--- src/rtl/ctrl_pkg.sv ---
// Shared encodings for the multi-cycle CPU control path: FSM states, opcodes,
// ALU_op codes and datapath mux select values, plus the packed control word.
package ctrl_pkg;

    typedef enum logic [3:0] {
        S_FETCH    = 4'd0,
        S_DECODE   = 4'd1,
        S_MEM_ADDR = 4'd2,
        S_MEM_RD   = 4'd3,
        S_WB_MEM   = 4'd4,
        S_MEM_WR   = 4'd5,
        S_EXEC_R   = 4'd6,
        S_WB_ALU   = 4'd7,
        S_EXEC_I   = 4'd8,
        S_WB_I     = 4'd9,
        S_BRANCH   = 4'd10,
        S_JUMP     = 4'd11
    } state_t;

    localparam logic [5:0] OP_R     = 6'b000000;
    localparam logic [5:0] OP_ADDIU = 6'b001001;
    localparam logic [5:0] OP_SLTI  = 6'b001010;
    localparam logic [5:0] OP_LW    = 6'b100011;
    localparam logic [5:0] OP_SW    = 6'b101011;
    localparam logic [5:0] OP_BEQ   = 6'b000100;
    localparam logic [5:0] OP_J     = 6'b000010;

    // Must match the ALU control decoder downstream.
    localparam logic [1:0] ALUOP_ADD   = 2'b00;
    localparam logic [1:0] ALUOP_SUB   = 2'b01;
    localparam logic [1:0] ALUOP_FUNCT = 2'b10;
    localparam logic [1:0] ALUOP_SLT   = 2'b11;

    localparam logic [1:0] SRCB_REG     = 2'b00;
    localparam logic [1:0] SRCB_FOUR    = 2'b01;
    localparam logic [1:0] SRCB_IMM     = 2'b10;
    localparam logic [1:0] SRCB_IMM_SH2 = 2'b11;

    localparam logic [1:0] PCSRC_ALU    = 2'b00;
    localparam logic [1:0] PCSRC_ALUOUT = 2'b01;
    localparam logic [1:0] PCSRC_JUMP   = 2'b10;

    typedef struct packed {
        logic       pc_write;
        logic       pc_write_cond;
        logic       iord;
        logic       mem_read;
        logic       mem_write;
        logic       ir_write;
        logic       reg_dst;
        logic       mem_to_reg;
        logic       reg_write;
        logic       alu_src_a;
        logic [1:0] alu_src_b;
        logic [1:0] pc_source;
        logic [1:0] alu_op;
    } ctrl_word_t;

    function automatic logic is_known_op(input logic [5:0] op);
        return (op == OP_R) || (op == OP_ADDIU) || (op == OP_SLTI) ||
               (op == OP_LW) || (op == OP_SW) || (op == OP_BEQ) || (op == OP_J);
    endfunction

endpackage

--- src/rtl/ctrl_out_decode.sv ---
// Moore decode of FSM state into the datapath control word; only the FETCH
// strobes look at mem_ready, and only EXEC_I / DECODE look at the opcode.
module ctrl_out_decode
    import ctrl_pkg::*;
(
    input  state_t      i_state,
    input  logic [5:0]  i_op,
    input  logic        i_mem_ready,
    output ctrl_word_t  o_ctrl,
    output logic        o_illegal_op
);

    always_comb begin
        o_ctrl       = '0;
        o_illegal_op = 1'b0;
        case (i_state)
            S_FETCH: begin
                o_ctrl.mem_read  = 1'b1;
                o_ctrl.alu_src_b = SRCB_FOUR;
                o_ctrl.alu_op    = ALUOP_ADD;
                o_ctrl.pc_source = PCSRC_ALU;
                o_ctrl.ir_write  = i_mem_ready;
                o_ctrl.pc_write  = i_mem_ready;
            end
            S_DECODE: begin
                o_ctrl.alu_src_b = SRCB_IMM_SH2;
                o_ctrl.alu_op    = ALUOP_ADD;
                o_illegal_op     = !is_known_op(i_op);
            end
            S_MEM_ADDR: begin
                o_ctrl.alu_src_a = 1'b1;
                o_ctrl.alu_src_b = SRCB_IMM;
                o_ctrl.alu_op    = ALUOP_ADD;
            end
            S_MEM_RD: begin
                o_ctrl.mem_read = 1'b1;
                o_ctrl.iord     = 1'b1;
            end
            S_WB_MEM: begin
                o_ctrl.reg_write  = 1'b1;
                o_ctrl.mem_to_reg = 1'b1;
            end
            S_MEM_WR: begin
                o_ctrl.mem_write = 1'b1;
                o_ctrl.iord      = 1'b1;
            end
            S_EXEC_R: begin
                o_ctrl.alu_src_a = 1'b1;
                o_ctrl.alu_src_b = SRCB_REG;
                o_ctrl.alu_op    = ALUOP_FUNCT;
            end
            S_WB_ALU: begin
                o_ctrl.reg_write = 1'b1;
                o_ctrl.reg_dst   = 1'b1;
            end
            S_EXEC_I: begin
                o_ctrl.alu_src_a = 1'b1;
                o_ctrl.alu_src_b = SRCB_IMM;
                o_ctrl.alu_op    = (i_op == OP_SLTI) ? ALUOP_SLT : ALUOP_ADD;
            end
            S_WB_I: begin
                o_ctrl.reg_write = 1'b1;
            end
            S_BRANCH: begin
                o_ctrl.alu_src_a     = 1'b1;
                o_ctrl.alu_src_b     = SRCB_REG;
                o_ctrl.alu_op        = ALUOP_SUB;
                o_ctrl.pc_write_cond = 1'b1;
                o_ctrl.pc_source     = PCSRC_ALUOUT;
            end
            S_JUMP: begin
                o_ctrl.pc_write  = 1'b1;
                o_ctrl.pc_source = PCSRC_JUMP;
            end
            default: o_ctrl = '0;
        endcase
    end

endmodule

--- src/rtl/multicycle_ctrl.sv ---
// Main control FSM of the multi-cycle CPU: instruction sequencing, memory
// wait/timeout tracking and the retired-instruction counter.
module multicycle_ctrl
    import ctrl_pkg::*;
#(
    parameter int MEM_TIMEOUT = 16,
    parameter int CNT_W       = 32
) (
    input  logic             clk,
    input  logic             reset,
    input  logic [5:0]       Op,
    input  logic             Zero,
    input  logic             mem_ready,
    output logic             PCWrite,
    output logic             PCWriteCond,
    output logic             IorD,
    output logic             MemRead,
    output logic             MemWrite,
    output logic             IRWrite,
    output logic             RegDst,
    output logic             MemtoReg,
    output logic             RegWrite,
    output logic             ALUSrcA,
    output logic [1:0]       ALUSrcB,
    output logic [1:0]       PCSource,
    output logic [1:0]       ALU_op,
    output logic             illegal_op,
    output logic             bus_err,
    output logic [CNT_W-1:0] instr_retired,
    output state_t           o_state
);

    localparam int             WAIT_W    = $clog2(MEM_TIMEOUT + 1);
    localparam logic [WAIT_W-1:0] LAST_WAIT = WAIT_W'(MEM_TIMEOUT - 1);

    state_t             r_state;
    logic [WAIT_W-1:0]  r_wait_cnt;
    logic [CNT_W-1:0]   r_retired;
    ctrl_word_t         w_ctrl;
    logic               w_illegal;
    logic               w_wait_state;
    logic               w_timeout;
    logic               w_retire;
    logic               w_unused_zero;

    // Zero feeds the PC write-enable in the datapath (PCWriteCond & Zero), not the FSM.
    assign w_unused_zero = Zero;

    ctrl_out_decode u_decode (
        .i_state      (r_state),
        .i_op         (Op),
        .i_mem_ready  (mem_ready),
        .o_ctrl       (w_ctrl),
        .o_illegal_op (w_illegal)
    );

    // Memory handshake: a request is held for as long as the state keeps it;
    // mem_ready high in a cycle completes it on that edge, and wins over timeout.
    assign w_wait_state = (r_state == S_FETCH) || (r_state == S_MEM_RD) || (r_state == S_MEM_WR);
    assign w_timeout    = w_wait_state && !mem_ready && (r_wait_cnt == LAST_WAIT);
    assign w_retire     = (r_state == S_WB_MEM) || (r_state == S_WB_ALU) || (r_state == S_WB_I) ||
                          (r_state == S_BRANCH) || (r_state == S_JUMP) ||
                          ((r_state == S_MEM_WR) && mem_ready);

    always_ff @(posedge clk) begin
        if (reset) begin
            r_state    <= S_FETCH;
            r_wait_cnt <= '0;
            r_retired  <= '0;
        end else begin
            if (w_wait_state && !mem_ready && !w_timeout)
                r_wait_cnt <= r_wait_cnt + WAIT_W'(1);
            else
                r_wait_cnt <= '0;
            if (w_retire)
                r_retired <= r_retired + CNT_W'(1);
            case (r_state)
                S_FETCH:    if (mem_ready) r_state <= S_DECODE;
                S_DECODE: begin
                    case (Op)
                        OP_LW, OP_SW:      r_state <= S_MEM_ADDR;
                        OP_R:              r_state <= S_EXEC_R;
                        OP_ADDIU, OP_SLTI: r_state <= S_EXEC_I;
                        OP_BEQ:            r_state <= S_BRANCH;
                        OP_J:              r_state <= S_JUMP;
                        default:           r_state <= S_FETCH;
                    endcase
                end
                S_MEM_ADDR: r_state <= (Op == OP_LW) ? S_MEM_RD : S_MEM_WR;
                S_MEM_RD: begin
                    if (mem_ready)      r_state <= S_WB_MEM;
                    else if (w_timeout) r_state <= S_FETCH;
                end
                S_MEM_WR:   if (mem_ready || w_timeout) r_state <= S_FETCH;
                S_EXEC_R:   r_state <= S_WB_ALU;
                S_EXEC_I:   r_state <= S_WB_I;
                default:    r_state <= S_FETCH;
            endcase
        end
    end

    assign PCWrite       = !reset && w_ctrl.pc_write;
    assign PCWriteCond   = !reset && w_ctrl.pc_write_cond;
    assign IorD          = !reset && w_ctrl.iord;
    assign MemRead       = !reset && w_ctrl.mem_read;
    assign MemWrite      = !reset && w_ctrl.mem_write;
    assign IRWrite       = !reset && w_ctrl.ir_write;
    assign RegDst        = !reset && w_ctrl.reg_dst;
    assign MemtoReg      = !reset && w_ctrl.mem_to_reg;
    assign RegWrite      = !reset && w_ctrl.reg_write;
    assign ALUSrcA       = !reset && w_ctrl.alu_src_a;
    assign ALUSrcB       = reset ? 2'b00 : w_ctrl.alu_src_b;
    assign PCSource      = reset ? 2'b00 : w_ctrl.pc_source;
    assign ALU_op        = reset ? 2'b00 : w_ctrl.alu_op;
    assign illegal_op    = !reset && w_illegal;
    assign bus_err       = !reset && w_timeout;
    assign instr_retired = reset ? '0 : r_retired;
    assign o_state       = reset ? S_FETCH : r_state;

endmodule
--- config.mk ---
export PLATFORM = sky130hd
export DESIGN_NAME = multicycle_ctrl
export DESIGN_NICKNAME = d
export VERILOG_FILES = /design/src/rtl/ctrl_pkg.sv /design/src/rtl/ctrl_out_decode.sv /design/src/rtl/multicycle_ctrl.sv
export SDC_FILE = /design/constraint.sdc
export NUM_CORES = 1
export LEC_CHECK = 0
export ABC_CLOCK_PERIOD_IN_PS = 2100
export CAP_MARGIN = 15
export CORE_MARGIN = 2
export CORE_UTILIZATION = 50
export DETAILED_ROUTE_END_ITERATION = 8
export PLACE_DENSITY = 0.77
export RECOVER_POWER = 50
export SLEW_MARGIN = 20
export SYNTH_ARGS = -nofsm -noshare
export SYNTH_HDL_FRONTEND = slang
export SYNTH_SLANG_ARGS = --single-unit
--- constraint.sdc ---
create_clock -name clk -period 2.1 [get_ports clk]
set_clock_uncertainty 0.2 [all_clocks]
set_input_delay 0.315 -clock clk [delete_from_list [all_inputs] [get_ports clk]]
set_output_delay 0.315 -clock clk [all_outputs]
set_load 0.005 [all_outputs]
## Yosys cells after proc, flatten, opt, wreduce, memory -nomap -nowiden

Index checks and enable logic that the tools add are counted.
W data, S select, Z words.

| word-level totals | value |
|---|---|
| register bits | 41 |
| input port bits | 10 |
| output and inout bits | 54 |
| logic and storage cells | 99 |

| cells by class | value |
|---|---|
| add/subtract/negate cells | 2 |
| equal/unequal tests | 21 |
| mux-type cells | 27 |
| bitwise operators | 1 |
| reductions and logical operators | 45 |

Operators with widths:

| kind | number |
|---|---|
| $add A32 B1 Y32 const B | 1 |
| $mux W32 | 1 |
| $pmux W4 S7 | 1 |
| $mux W4 | 5 |
| $pmux W4 S5 | 1 |
| $eq A4 B3 Y1 const B | 4 |
| $eq A4 B4 Y1 const B | 4 |
| $logic_and A1 B1 Y1 | 16 |
| $logic_or A1 B1 Y1 | 14 |
| $eq A6 B4 Y1 const B | 2 |
| $eq A6 B6 Y1 const B | 2 |
| $pmux W2 S3 | 2 |
| $reduce_or A2 Y1 | 6 |
| $mux W1 | 10 |
| $eq A4 B2 Y1 const B | 2 |
| $mux W2 | 4 |
| $eq A6 B2 Y1 const B | 1 |
| $eq A6 B3 Y1 const B | 1 |
| $logic_not A6 Y1 | 1 |
| $add A5 B1 Y5 const B | 1 |
| $eq A5 B4 Y1 const B | 1 |
| $eq A4 B1 Y1 const B | 1 |
| $logic_not A1 Y1 | 4 |
| $logic_not A4 Y1 | 1 |
| other kinds (10) | 10 |

## Longest topological paths before layout

Gate-level depths: netlist of run 1.

| logic depth | value |
|---|---|
| word-level depth | 10 |
| depth in mapped cells | 7 |

## Cells and area by module

From an unflattened synthesis of run 1, not the netlist that was laid out.

| unflattened totals | value |
|---|---|
| cells, all modules | 361 |
| area total of the unflattened synthesis | 2755.1 µm² |

By module, submodules not included:

| module | instances | cells an instance | area each (µm²) | seq. area each (µm²) |
|---|---|---|---|---|
| multicycle_ctrl | 1 | 317 | 2463.6 | 820.8 |
| ctrl_out_decode | 1 | 44 | 291.5 | 0.0 |

## Worst setup path after synthesis of run 1

Ideal clock, no wire load.

| path | value |
|---|---|
| path kind | reg-to-reg |
| from | register r_retired[0] |
| to | register r_retired[24] |
| setup time | 0.123 ns |
| data arrival time | 1.585 ns |
| data required time | 1.777 ns |
| path slack | 0.191 ns |
| stages on the path, launching flop included | 7 |
| path buffers | 1 |
| clock period less this slack | 1.909 ns |
| cells stage by stage | dfxtp_1 ha_1 and3_1 nand3_1 buf_2 nor4_2 mux2_1 |

| on the way | value |
|---|---|
| word-level cells in the longest chain between the ends | 1 |

Ends and longest elaborated chain:

| item | line | RTL |
|---|---|---|
| start: declaration | multicycle_ctrl.sv:38 | `logic [CNT_W-1:0] r_retired;` |
| start signal: assignment | multicycle_ctrl.sv:76 | `r_retired <= r_retired + CNT_W'(1);` |
| $add A32 B1 Y32 | multicycle_ctrl.sv:76 |  |

No other way between the ends.
A chain may end at the register's enable or synchronous reset.

## Worst setup path in the final report of run 1

| path | value |
|---|---|
| from | register r_state[2] |
| to | output port bus_err |

| on the way | value |
|---|---|
| word-level cells in the longest chain between the ends | 6 |

Ends and longest elaborated chain:

| item | line | RTL |
|---|---|---|
| start: declaration | multicycle_ctrl.sv:36 | `state_t r_state;` |
| start signal: assignment | multicycle_ctrl.sv:89 | `S_MEM_ADDR: r_state <= (Op == OP_LW) ? S_MEM_RD : S_MEM_WR;` |
| $eq A4 B2 Y1 / $logic_not A4 Y1 (equally long branches) | multicycle_ctrl.sv:59 | `assign w_wait_state = (r_state == S_FETCH) \|\| (r_state == S_MEM_RD) \|\| (r_state == S_MEM_WR);` |
| $logic_or A1 B1 Y1 | multicycle_ctrl.sv:59 |  |
| $logic_or A1 B1 Y1 (*) | multicycle_ctrl.sv:59 |  |
| $logic_and A1 B1 Y1 (*) (2 in series) | multicycle_ctrl.sv:60 | `assign w_timeout = w_wait_state && !mem_ready && (r_wait_cnt == LAST_WAIT);` |
| $logic_and A1 B1 Y1 (*) | multicycle_ctrl.sv:116 | `assign bus_err = !reset && w_timeout;` |
| end: declaration | multicycle_ctrl.sv:28 | `output logic bus_err,` |

Every way passes the cells marked *; elsewhere a longest branch is shown, timed or not.

==> summary.md, run 1 <==
| Metric | Value |
|---|---|
| Core box area | `slightly above 5000 um^2` |
| Setup CP Type | `reg2out` |
| Finished Layout Cells | `approximately 530` |
| Comb power frac | `a little under a fifth` |
| Total track usage | `about a quarter` |
| Top_reg_cell synth | `dfxtp_1` |
| WL final | `between 8 and 9 mm` |
| Starting Density | `between 50 and 60%` |
| Fin util | `a little over four fifths` |
| Max transition margin | `between 70% and 80%` |
| Num CTS Buffers | `5` |
| Slew Limit Fails | `0` |
| Period utilization | `103%` |
| Number of flops mapped to enable cells by yosys | `0` |
| Synth cell types | `52` |
| Smallest hold slack | `~0.30 ns` |
| Setup WS pre-CTS | `-0.604 ns` |
| NumNets Final | `between 400 and 500` |
| Dpl cells | `around 500` |
| Final hold violation count | `0` |
| Port Buffers | `62` |
| Pin count of the biggest net entering global routing | `40` |
| Crit path launch | `r_state[2]` |
| #FFs+latches synth | `just over 40` |
| First-pass GRT wire length | `between 10 and 15 mm` |
| Post-Syn Area per Cell | `between 7 and 8 um^2` |
| Layout cells sized above 1 | `34.1%` |
| Gp weighted congestion | `between 0.9 and 1` |
| Failing checks | `setup timing` |
| H-tree Lvls | `2` |
| Sw Pwr | `between 0.4 and 0.5 mW` |
| DR vias | `roughly 3000` |
| Crit path required time | `around 1.6 ns` |
| Most common cell on crit path | `buf_6` |
| Post-Syn Instances | `approximately 340` |
| Total power | `approximately 1.7 mW` |
| Worst Hold Class | `reg2reg` |
| Sw Ratio | `between 20% and 30%` |
| Iteration-0 DRC Markers | `around 220` |
| Cell taking the most area after synthesis | `dfxtp_1` |
| RSZ-0062 raised after global routing | `true` |
| Area Overhead vs Synth | `61.0%` |
| Number of max-cap violations | `0` |
| Initial antenna violation count | `0` |
| Setup_tns | `-0.333 ns` |
| Max Clk Rate | `about 460 MHz` |
| Worst Path Arrival | `between 1.5 and 2 ns` |
| Async SR Flop Fraction | `0%` |
| Grt total ovfl | `0` |
| Min cycle time layout | `between 2 and 2.5 ns` |
| Ys Warns | `0` |
| Critical path's top delay family | `buffers and inverters` |
| Least-Margin Pin Slew | `0.438 ns` |
| Max incr delay on CP | `between 0.3 and 0.4 ns` |
| Vias in the first global route | `2700` |
| PwrDens | `~390 nW/um^2` |
| Die Width | `around 80 um` |
| Reg2Reg Setup Slack | `-0.04 ns` |
| Synth Net Count | `354` |
| First-pass DRT Iterations | `6` |
| Wirelength per Cell | `16.5 um` |
| Main area contributors after synthesis | `dfxtp_1, mux2_1, nor2b_1` |
| Worst Setup End Kind | `primary output` |
| Post-route cell area | `~4400 um^2` |
| Worst-path clk slew | `~0.08 ns` |
| Hold_sp | `r_wait_cnt[0]` |
| Area of the mapped netlist | `around 2700 um^2` |
| Clock sinks | `41` |
| Die H | `roughly 78 um` |
| Row cnt | `26` |
| Root Buffer | `clkbuf_8` |
| Placed Area | `between 3000 and 4000 um^2` |
| Seq pwr share | `46.0%` |
| Clock Power Share | `34.8%` |
| Vias per Instance | `approximately 5.8` |
| CP cell instances | `buf_6, buf_6, or3_4, a2111oi_4, buf_2` |
| Post-DP HPWL | `just under 5 mm` |
| Final setup viols | `11` |
| Antenna Nets Post-Route | `0` |
| Status | `finished with violations` |
| Most instantiated cells after synthesis | `nor2_1, dfxtp_1, nor2b_1` |
| # DRC | `0` |
| Clock Tree Buf Depth | `2` |
| Clk_lat worst skew | `approximately 0.30 ns` |
| Crit-path max FO | `3` |
| P_int | `roughly 1.2 mW` |
| Max rail drop VDD | `between 0.0004 and 0.0005 V` |
| Yosys top cell area share | `30.2%` |
| Most frequent cell after synthesis | `nor2_1` |
| Layout fillers | `between 200 and 300` |
| Crit start category | `register` |
| Final Worst Setup Slack | `-0.0732 ns` |
| Sequential area share after synthesis | `30.2%` |
| CP max-delay cell | `dfxtp_4` |
| LEAKAGE | `~2 nW` |
| CP bufs+invs | `3` |
| RR Startpoint | `r_state[2]` |
| CTS tree | `built` |
| Diodes inserted | `0` |
| Total Die Area | `between 6000 and 7000 um^2` |
| I/O Pins | `64` |
final timing paths:
check                                endpoint  depth (start not counted)
worst max-delay path                  bus_err                          5
worst min-delay path            r_wait_cnt[0]                          2
worst max register to register  r_retired[29]                          8
worst min register to register  r_wait_cnt[0]                          2
cells in the final DEF (no fill, tap or decap), types with 4 or more instances in the layout:
| cell | count |
|---|---|
| buf_6 | 8 |
| nand2b_1 | 5 |
| nor3_1 | 13 |
| nand2_1 | 13 |
| o21ai_0 | 8 |
| clkbuf_8 | 7 |
| nor4_4 | 9 |
| inv_1 | 11 |
| buf_2 | 5 |
| and3_1 | 6 |
| nor2b_1 | 32 |
| nand3_1 | 11 |
| dfxtp_2 | 4 |
| a21oi_1 | 13 |
| dlygate4sd2_1 | 10 |
| buf_4 | 56 |
| mux2_4 | 8 |
| dlymetal6s2s_1 | 5 |
| clkbuf_2 | 7 |
| nor3_2 | 7 |
| clkdlybuf4s50_1 | 34 |
| dfxtp_1 | 34 |
| nand2b_4 | 5 |
| or3_1 | 9 |
| nor2_1 | 44 |
| mux2_1 | 12 |
| and4_1 | 7 |
registers in the layout, indices dropped and copies added, names as in the netlist:
signal	flops
r_wait_cnt	5
r_retired	32
r_state	4
power groups by stage:
stage               clock, mW  combinational (mW)  sequential (mW)
floorplan                   0               0.122            0.808
global placement            0               0.237            0.806
detailed placement          0               0.243            0.806
CTS                     0.608               0.261            0.789
global route            0.635               0.350            0.791
finish                  0.597               0.329            0.790
layer usage:
| layer | GRT usage (%) | share of wire, % | wire length, um | vias up |
|---|---|---|---|---|
| li1 | - | - | - | 1442 |
| met1 | 31.2 | 41 | 3560 | 1453 |
| met2 | 41.7 | 50 | 4320 | 128 |
| met3 | 3.95 | 5.7 | 499 | 38 |
| met4 | 7.68 | 3.7 | 324 | 0 |
| met5 | 0 | 0 | 0 | - |
worst register-to-register path, cell delays in order, from the launching register on:
cell	delay [ns]
dfxtp_4	0.36
buf_6	0.12
buf_6	0.12
xor2_4	0.16
buf_6	0.14
o211ai_4	0.14
clkbuf_16	0.21
nor4_2	0.28
mux2_1	0.34
area by class of cell:
class | instances | area (um^2) | area share, %
Timing Repair Buffer | 133 | 1210 | 27.7
Tap cell | 70 | 87.6 | 2.00
Clock buffer | 7 | 96.3 | 2.21
Multi-Input combinational cell | 263 | 2080 | 47.7
Clock inverter | 1 | 8.76 | 0.200
Sequential cell | 41 | 837 | 19.2
Inverter | 12 | 45.0 | 1.03
logic make-up after synthesis:
kind of cell | Yosys count | share of synthesized area [%]
simple gates | 189 | 40.6
mux | 21 | 8.67
flops | 41 | 30.2
buf+inv | 37 | 5.99
compound gates | 43 | 10.6
xor+xnor | 7 | 2.54
fa+ha+maj | 3 | 1.38
what timing repair did:
action,in CTS,in global routing
gates resized for setup,58,80
hold buffers,0,0
buffers inserted,8,7
gates cloned,1,3
endpoints found under the setup margin,30,28
pin swaps,7,18
Note: power is estimated with default switching activity, not from simulation.
==> inputs of run 2 (changes only) <==
Settings changed: ABC_CLOCK_PERIOD_IN_PS 2100 to 2200, CTS_CLUSTER_SIZE set to 24, SETUP_SLACK_MARGIN set to 0.3.
Clock period 2.1 ns to 2.2 ns, I/O delays scaled along.
==> summary.md, run 2 (synthesis gave the netlist of run 1 again) <==
| Metric | Value |
|---|---|
| Status | `finished with violations` |
| Failing checks | `setup timing` |
| First-pass GRT wire length | `between 10 and 15 mm` |
| Period utilization | `102%` |
| NumNets Final | `479` |
| PwrDens | `between 300 and 400 nW/um^2` |
| Num CTS Buffers | `5` |
| Top flop regs | `r_retired (32), r_wait_cnt (5), r_state (4)` |
| Area Overhead vs Synth | `73.3%` |
| WL final | `between 10 and 15 mm` |
| LEAKAGE | `around 2.1 nW` |
| Worst Setup End Kind | `register` |
| Crit start category | `register` |
| Die Width | `approximately 80 um` |
| # DRC | `0` |
| Wirelength per Cell | `approximately 23 um` |
| Final Worst Setup Slack | `-0.0528 ns` |
| Top reg by flops | `r_retired` |
| Grt total ovfl | `0` |
| Fin util | `90.9%` |
| RSZ-0062 raised after global routing | `true` |
| DR vias | `3499` |
| Post-DP HPWL | `4.74 mm` |
| Clock sinks | `approximately 40` |
| Row cnt | `26` |
| Final setup viols | `1` |
| Worst Path Arrival | `approximately 2.3 ns` |
| Hold_sp | `r_retired[5]` |
| I/O Pins | `64` |
| Max transition margin | `just under 70%` |
| Most common cell after layout, fill and taps aside | `buf_4` |
| Max rail drop VDD | `0.000319 V` |
| RR Startpoint | `r_state[1]` |
| Total power | `between 1.5 and 2 mW` |
| Total track usage | `between 30% and 40%` |
| Port Buffers | `62` |
| Clk_lat worst skew | `around 0.30 ns` |
| Hold_buf cts | `0` |
| Min cycle time layout | `between 2 and 2.5 ns` |
| Least-Margin Pin Slew | `roughly 0.47 ns` |
| First-pass DRT Iterations | `5` |
| Crit-path max FO | `7` |
| Slew Limit Fails | `0` |
| Starting Density | `approximately 52%` |
| Layout cells sized above 1 | `around 44%` |
| Core box area | `5170 um^2` |
| Final hold violation count | `0` |
| Number of flip-flops in the largest register | `32` |
| CTS tree | `built` |
| H-tree Lvls | `2` |
| Root Buffer | `clkbuf_8` |
| Post-route cell area | `between 4000 and 5000 um^2` |
| Most frequent cells in the layout | `buf_4, nor2_1, dfxtp_1, dlygate4sd2_1, nor2b_1` |
| Placed Area | `about 3600 um^2` |
| Clock Tree Buf Depth | `2` |
| Total Die Area | `6030 um^2` |
| Worst Hold Class | `reg2reg` |
| Iteration-0 DRC Markers | `around 300` |
| Number of max-cap violations | `0` |
| Max Clk Rate | `between 400 and 500 MHz` |
| Antenna Nets Post-Route | `0` |
| Diodes inserted | `0` |
| Vias in the first global route | `approximately 3100` |
| Worst-path clk slew | `roughly 0.090 ns` |
| Crit path launch | `r_state[1]` |
| Vias per Instance | `between 6 and 7` |
| Initial antenna violation count | `0` |
| Crit path required time | `2.20 ns` |
| Pin count of the biggest net entering global routing | `31` |
| Die H | `roughly 80 um` |
| Gp weighted congestion | `roughly 0.89` |
| Smallest hold slack | `0.326 ns` |
| Setup CP Type | `reg2reg` |
## run 2: cell types whose count changed in the layout (fill, tap and decap cells not counted), moves of 4 or more
cell,delta
nor2b_1,-10
nor2b_2,+9
buf_2,+11
dfxtp_2,+6
nor3_2,+4
dlygate4sd2_1,+14
clkdlybuf4s50_1,-25
bufbuf_16,+4
mux2_4,-8
mux2_1,+8
buf_4,-10
dfxtp_1,-9
buf_6,+13
nor3_1,-5
## run 2: path summary, 6_finish.rpt
path	endpoint	slack (ns)	cells past startpoint
worst max-delay path	r_retired[27]	-0.05	7
worst min-delay path	r_retired[5]	0.33	2
worst max register to register	r_retired[27]	-0.05	7
worst min register to register	r_retired[5]	0.33	2
## run 2: cell type report
class | instances | area (um^2)
Sequential cell | 41 | 856
Clock inverter | 1 | 8.76
Multi-Input combinational cell | 264 | 2240
Inverter | 12 | 52.6
Timing Repair Buffer | 142 | 1360
Tap cell | 70 | 87.6
Clock buffer | 7 | 96.3
Fill cell | 189 | 469
## run 2: stage by stage
stage	instances	setup TNS, ns	setup slack (ns)
after floorplan	341	0	0.301
after global placement	487	-3.39	-0.449
after detailed placement	487	-3.63	-0.430
after CTS	520	0	0.0636
after global routing	537	-0.396	-0.0911
final	537	-0.0528	-0.0528
## run 2: critical path, stage by stage (launching register included)
cell and delay, ns:
dfxtp_4 0.43, buf_12 0.12, buf_16 0.12, nand4bb_4 0.16
o211ai_4 0.12, bufbuf_16 0.30, nor4_2 0.32, mux2_1 0.36
## run 2: repair_timing
item,in CTS,in global routing
pin swaps,21,20
hold endpoints to repair,0,0
setup endpoints to repair,84,63
resized for setup,186,89
buffers inserted,20,15
gates cloned,5,2
## run 2: where the power goes
part	switching [mW]	total (mW)	internal, mW
Combinational	0.209	0.425	0.216
Clock	0.294	0.584	0.290
Sequential	0.00852	0.751	0.742
Total	0.511	1.76	1.25
## run 2: layer usage
layer | GRT usage, % | vias up | wire, um
met5 | 0 | - | 0
met4 | 12.9 | 0 | 788
met3 | 4.53 | 98 | 1040
met2 | 52.5 | 281 | 5900
met1 | 38.0 | 1653 | 4480
li1 | - | 1467 | -
==> inputs of run 3 (changes only) <==
Settings changed: CORE_ASPECT_RATIO set to 1.75.
==> summary.md, run 3 <==
| Metric | Value |
|---|---|
| Status | `aborted with a tool error` |
| Failed at | `global routing` |
| Stop err | `[ERROR DPL-0038] Utilization greater than 100%, impossible to legalize` |
| Number of flops mapped to enable cells by yosys | `0` |
| Yosys top cell area share | `a little under a third` |
| Synth Net Count | `between 300 and 400` |
| Post-DP HPWL | `between 5 and 6 mm` |
| Area of the mapped netlist | `approximately 2700 um^2` |
| Root Buffer | `clkbuf_8` |
| Post-Syn Instances | `~340` |
| Main area contributors after synthesis | `dfxtp_1, mux2_1, nor2b_1` |
| Synth cell types | `52` |
| Post-Syn Area per Cell | `7.96 um^2` |
| Async SR Flop Fraction | `0%` |
| Row cnt | `35` |
| Die H | `about 100 um` |
| Ys Warns | `0` |
| Clock Tree Buf Depth | `2` |
| H-tree Lvls | `2` |
| Cell taking the most area after synthesis | `dfxtp_1` |
| Sequential area share after synthesis | `between 30% and 40%` |
| #FFs+latches synth | `41` |
| Num CTS Buffers | `5` |
| Port Buffers | `a little over 60` |
| Starting Density | `between 50% and 60%` |
| Hold_buf cts | `0` |
| Worst_ep grt | `bus_err` |
| Die Width | `59.7 um` |
| Most instantiated cells after synthesis | `nor2_1, dfxtp_1, nor2b_1` |
| Worst_ep kind | `output port` |
| Top_reg_cell synth | `dfxtp_1` |
| Placed Area | `about 3700 um^2` |
| Gp weighted congestion | `0.955` |
| Most frequent cell after synthesis | `nor2_1` |
| I/O Pins | `64` |
| Pin count of the biggest net entering global routing | `26` |
| Clock sinks | `around 40` |
==> run 3: cell counts after synthesis <==
Identical to the previous run, type by type.
==> run 3: what timing repair did <==
item,in CTS
gates cloned,6
gates resized for setup,305
endpoints found under the setup margin,85
setup buffers,35
pin swaps,64
==> run 3: per-stage QoR <==
| step | hold slack, ns | setup TNS (ns) | std cells | setup slack, ns |
|---|---|---|---|---|
| after floorplan | 0.218 | 0 | 341 | 0.301 |
| after detailed placement | 0.310 | -5.25 | 486 | -0.437 |
| after global placement | 0.303 | -4.31 | 486 | -0.434 |
| after CTS | 0.315 | -0.216 | 535 | -0.0836 |
==> run 3: cells by family after synthesis <==
| logic type | share of synthesized area [%] |
|---|---|
| adder cells (fa/ha/maj) | 1.38 |
| XOR/XNOR | 2.54 |
| buffers and inverters | 5.99 |
| AND/OR/NAND/NOR | 40.6 |
| multiplexers | 8.67 |
| flip-flops | 30.2 |
| AO/OA/AOI/OAI | 10.6 |
==> inputs of run 4 (changes only) <==
Settings changed: CORE_ASPECT_RATIO 1.75 to not set, CORE_UTILIZATION 50 to 35, CTS_CLUSTER_SIZE 24 to not set, PLACE_DENSITY 0.77 to not set, PLACE_DENSITY_LB_ADDON set to 0.15, SETUP_SLACK_MARGIN 0.3 to not set.
==> summary.md, run 4 (synthesis gave the netlist of run 1 again) <==
| Metric | Value |
|---|---|
| Status | `finished, final reports clean` |
| Clk_lat worst skew | `0.29 ns` |
| Num CTS Buffers | `5` |
| DR vias | `~2700` |
| PwrDens | `about 400 nW/um^2` |
| First-pass GRT wire length | `around 12 mm` |
| H-tree Lvls | `2` |
| Crit-path max FO | `9` |
| # DRC | `0` |
| Core box area | `roughly 7600 um^2` |
| Setup_tns | `0 ns` |
| Dpl cells | `529` |
| LEAKAGE | `roughly 1.7 nW` |
| Worst Setup End Kind | `primary output` |
| Top reg by flops | `r_retired` |
| Min cycle time layout | `approximately 2.1 ns` |
| Worst Path Arrival | `approximately 1.6 ns` |
| CP cell instances | `buf_6, buf_4, or2_1, buf_4, nor2_1, clkdlybuf4s15_1` |
| Hold_buf cts | `0` |
| Setup CP Type | `reg2out` |
| Top flop regs | `r_retired (32), r_wait_cnt (5), r_state (4)` |
| Diodes inserted | `0` |
| Root Buffer | `clkbuf_8` |
| Clock Tree Buf Depth | `2` |
| Iteration-0 DRC Markers | `86` |
| Fin util | `54.1%` |
| Vias per Instance | `~5.1` |
| Max Clk Rate | `approximately 470 MHz` |
| Pin count of the biggest net entering global routing | `slightly above 40` |
| Die H | `about 90 um` |
| CP max-delay cell | `dfxtp_2` |
| Most common cell on crit path | `buf_4` |
| Antenna Nets Post-Route | `0` |
| Period utilization | `97.3%` |
| Total track usage | `between 10% and 20%` |
| Number of max-cap violations | `0` |
| Crit start category | `register` |
| Starting Density | `a little over a third` |
| Final setup viols | `0` |
| Most frequent cells in the layout | `nor2_1, buf_4, clkdlybuf4s50_1, dfxtp_1, nor2b_1` |
| Finished Layout Cells | `542` |
| Max incr delay on CP | `approximately 0.33 ns` |
| Gp weighted congestion | `roughly 0.84` |
| Final Worst Setup Slack | `approximately 0.060 ns` |
| Number of flip-flops in the largest register | `32` |
| Wirelength per Cell | `roughly 13 um` |
| Max transition margin | `around three quarters` |
| Least-Margin Pin Slew | `roughly 0.38 ns` |
| CTS tree | `built` |
| Die Width | `92.1 um` |
| Post-DP HPWL | `5.13 mm` |
| I/O Pins | `64` |
| Slew Limit Fails | `0` |
| Row cnt | `32` |
| NumNets Final | `between 400 and 500` |
| Worst Hold Class | `in2reg` |
| Setup WS pre-CTS | `-0.458 ns` |
| WL final | `between 7 and 8 mm` |
| Initial antenna violation count | `0` |
| Layout cells sized above 1 | `25.9%` |
| Crit path required time | `about 1.7 ns` |
| Grt total ovfl | `0` |
| First-pass DRT Iterations | `4` |
| FF-to-FF path depth | `8` |
| Total Die Area | `8470 um^2` |
| Max rail drop VDD | `between 0.0003 and 0.0004 V` |
| Port Buffers | `62` |
| Worst-path clk slew | `roughly 0.080 ns` |
| Clock sinks | `41` |
| Final hold violation count | `0` |
| Vias in the first global route | `2611` |
| Hold Path Depth | `3` |
| Layout fillers | `755` |
| Area Overhead vs Synth | `51.5%` |
## run 4: final timing paths
check                 from       endpoint  slack [ns]
max reg2reg  r_wait_cnt[0]     r_state[2]        0.10
min reg2reg  r_wait_cnt[0]  r_wait_cnt[0]        0.30
min                  reset     r_state[2]        0.26
max             r_state[2]     ALUSrcB[0]        0.06
## run 4: stage by stage
stage	area, um^2	hold WS (ns)	power [mW]
floorplan	2710	0.218	0.888
global placement	3730	0.292	0.997
detailed placement	3730	0.308	1.00
CTS	3930	0.239	1.64
global route	4110	0.259	1.75
finish	4110	0.261	1.66
## run 4: final cells by class
type                    instances  area [um^2]  share of cell area [%]
clock buffers                   7         86.3                    2.10
inverters                      12         45.0                    1.10
repair buffers                116         1070                    26.0
flip-flops and latches         41          836                    20.3
clock inverters                 1         30.0                   0.730
well taps                     102          128                    3.10
multi-input cells             263         1920                    46.7
## run 4: repair_timing
action / 4_1_cts / 5_1_grt
buffers inserted: 2 / 3
pin swaps: 6 / 3
cloned: 0 / 1
gates resized for setup: 51 / 39
setup endpoints to repair: 27 / 21
## run 4: per-layer routing
layer	vias to the layer above	global-route usage [%]	part of all wire [%]
met2	43	28.8	48
met1	1294	22.8	49
met3	2	3.12	2.7
li1	1401	-	-
met4	0	2.99	0.35
met5	-	0	0
## run 4: where the power goes
| part | total (mW) | internal [mW] | switching, mW |
|---|---|---|---|
| registers | 0.757 | 0.748 | 0.00906 |
| logic | 0.279 | 0.139 | 0.140 |
| clock network | 0.629 | 0.370 | 0.259 |
## run 4: critical path, delay by kind of cell (launching register included)
family | cells | cell delay [ns]
DFF | 1 | 0.33
buffers and inverters | 4 | 0.64
and+or+nand+nor | 2 | 0.35
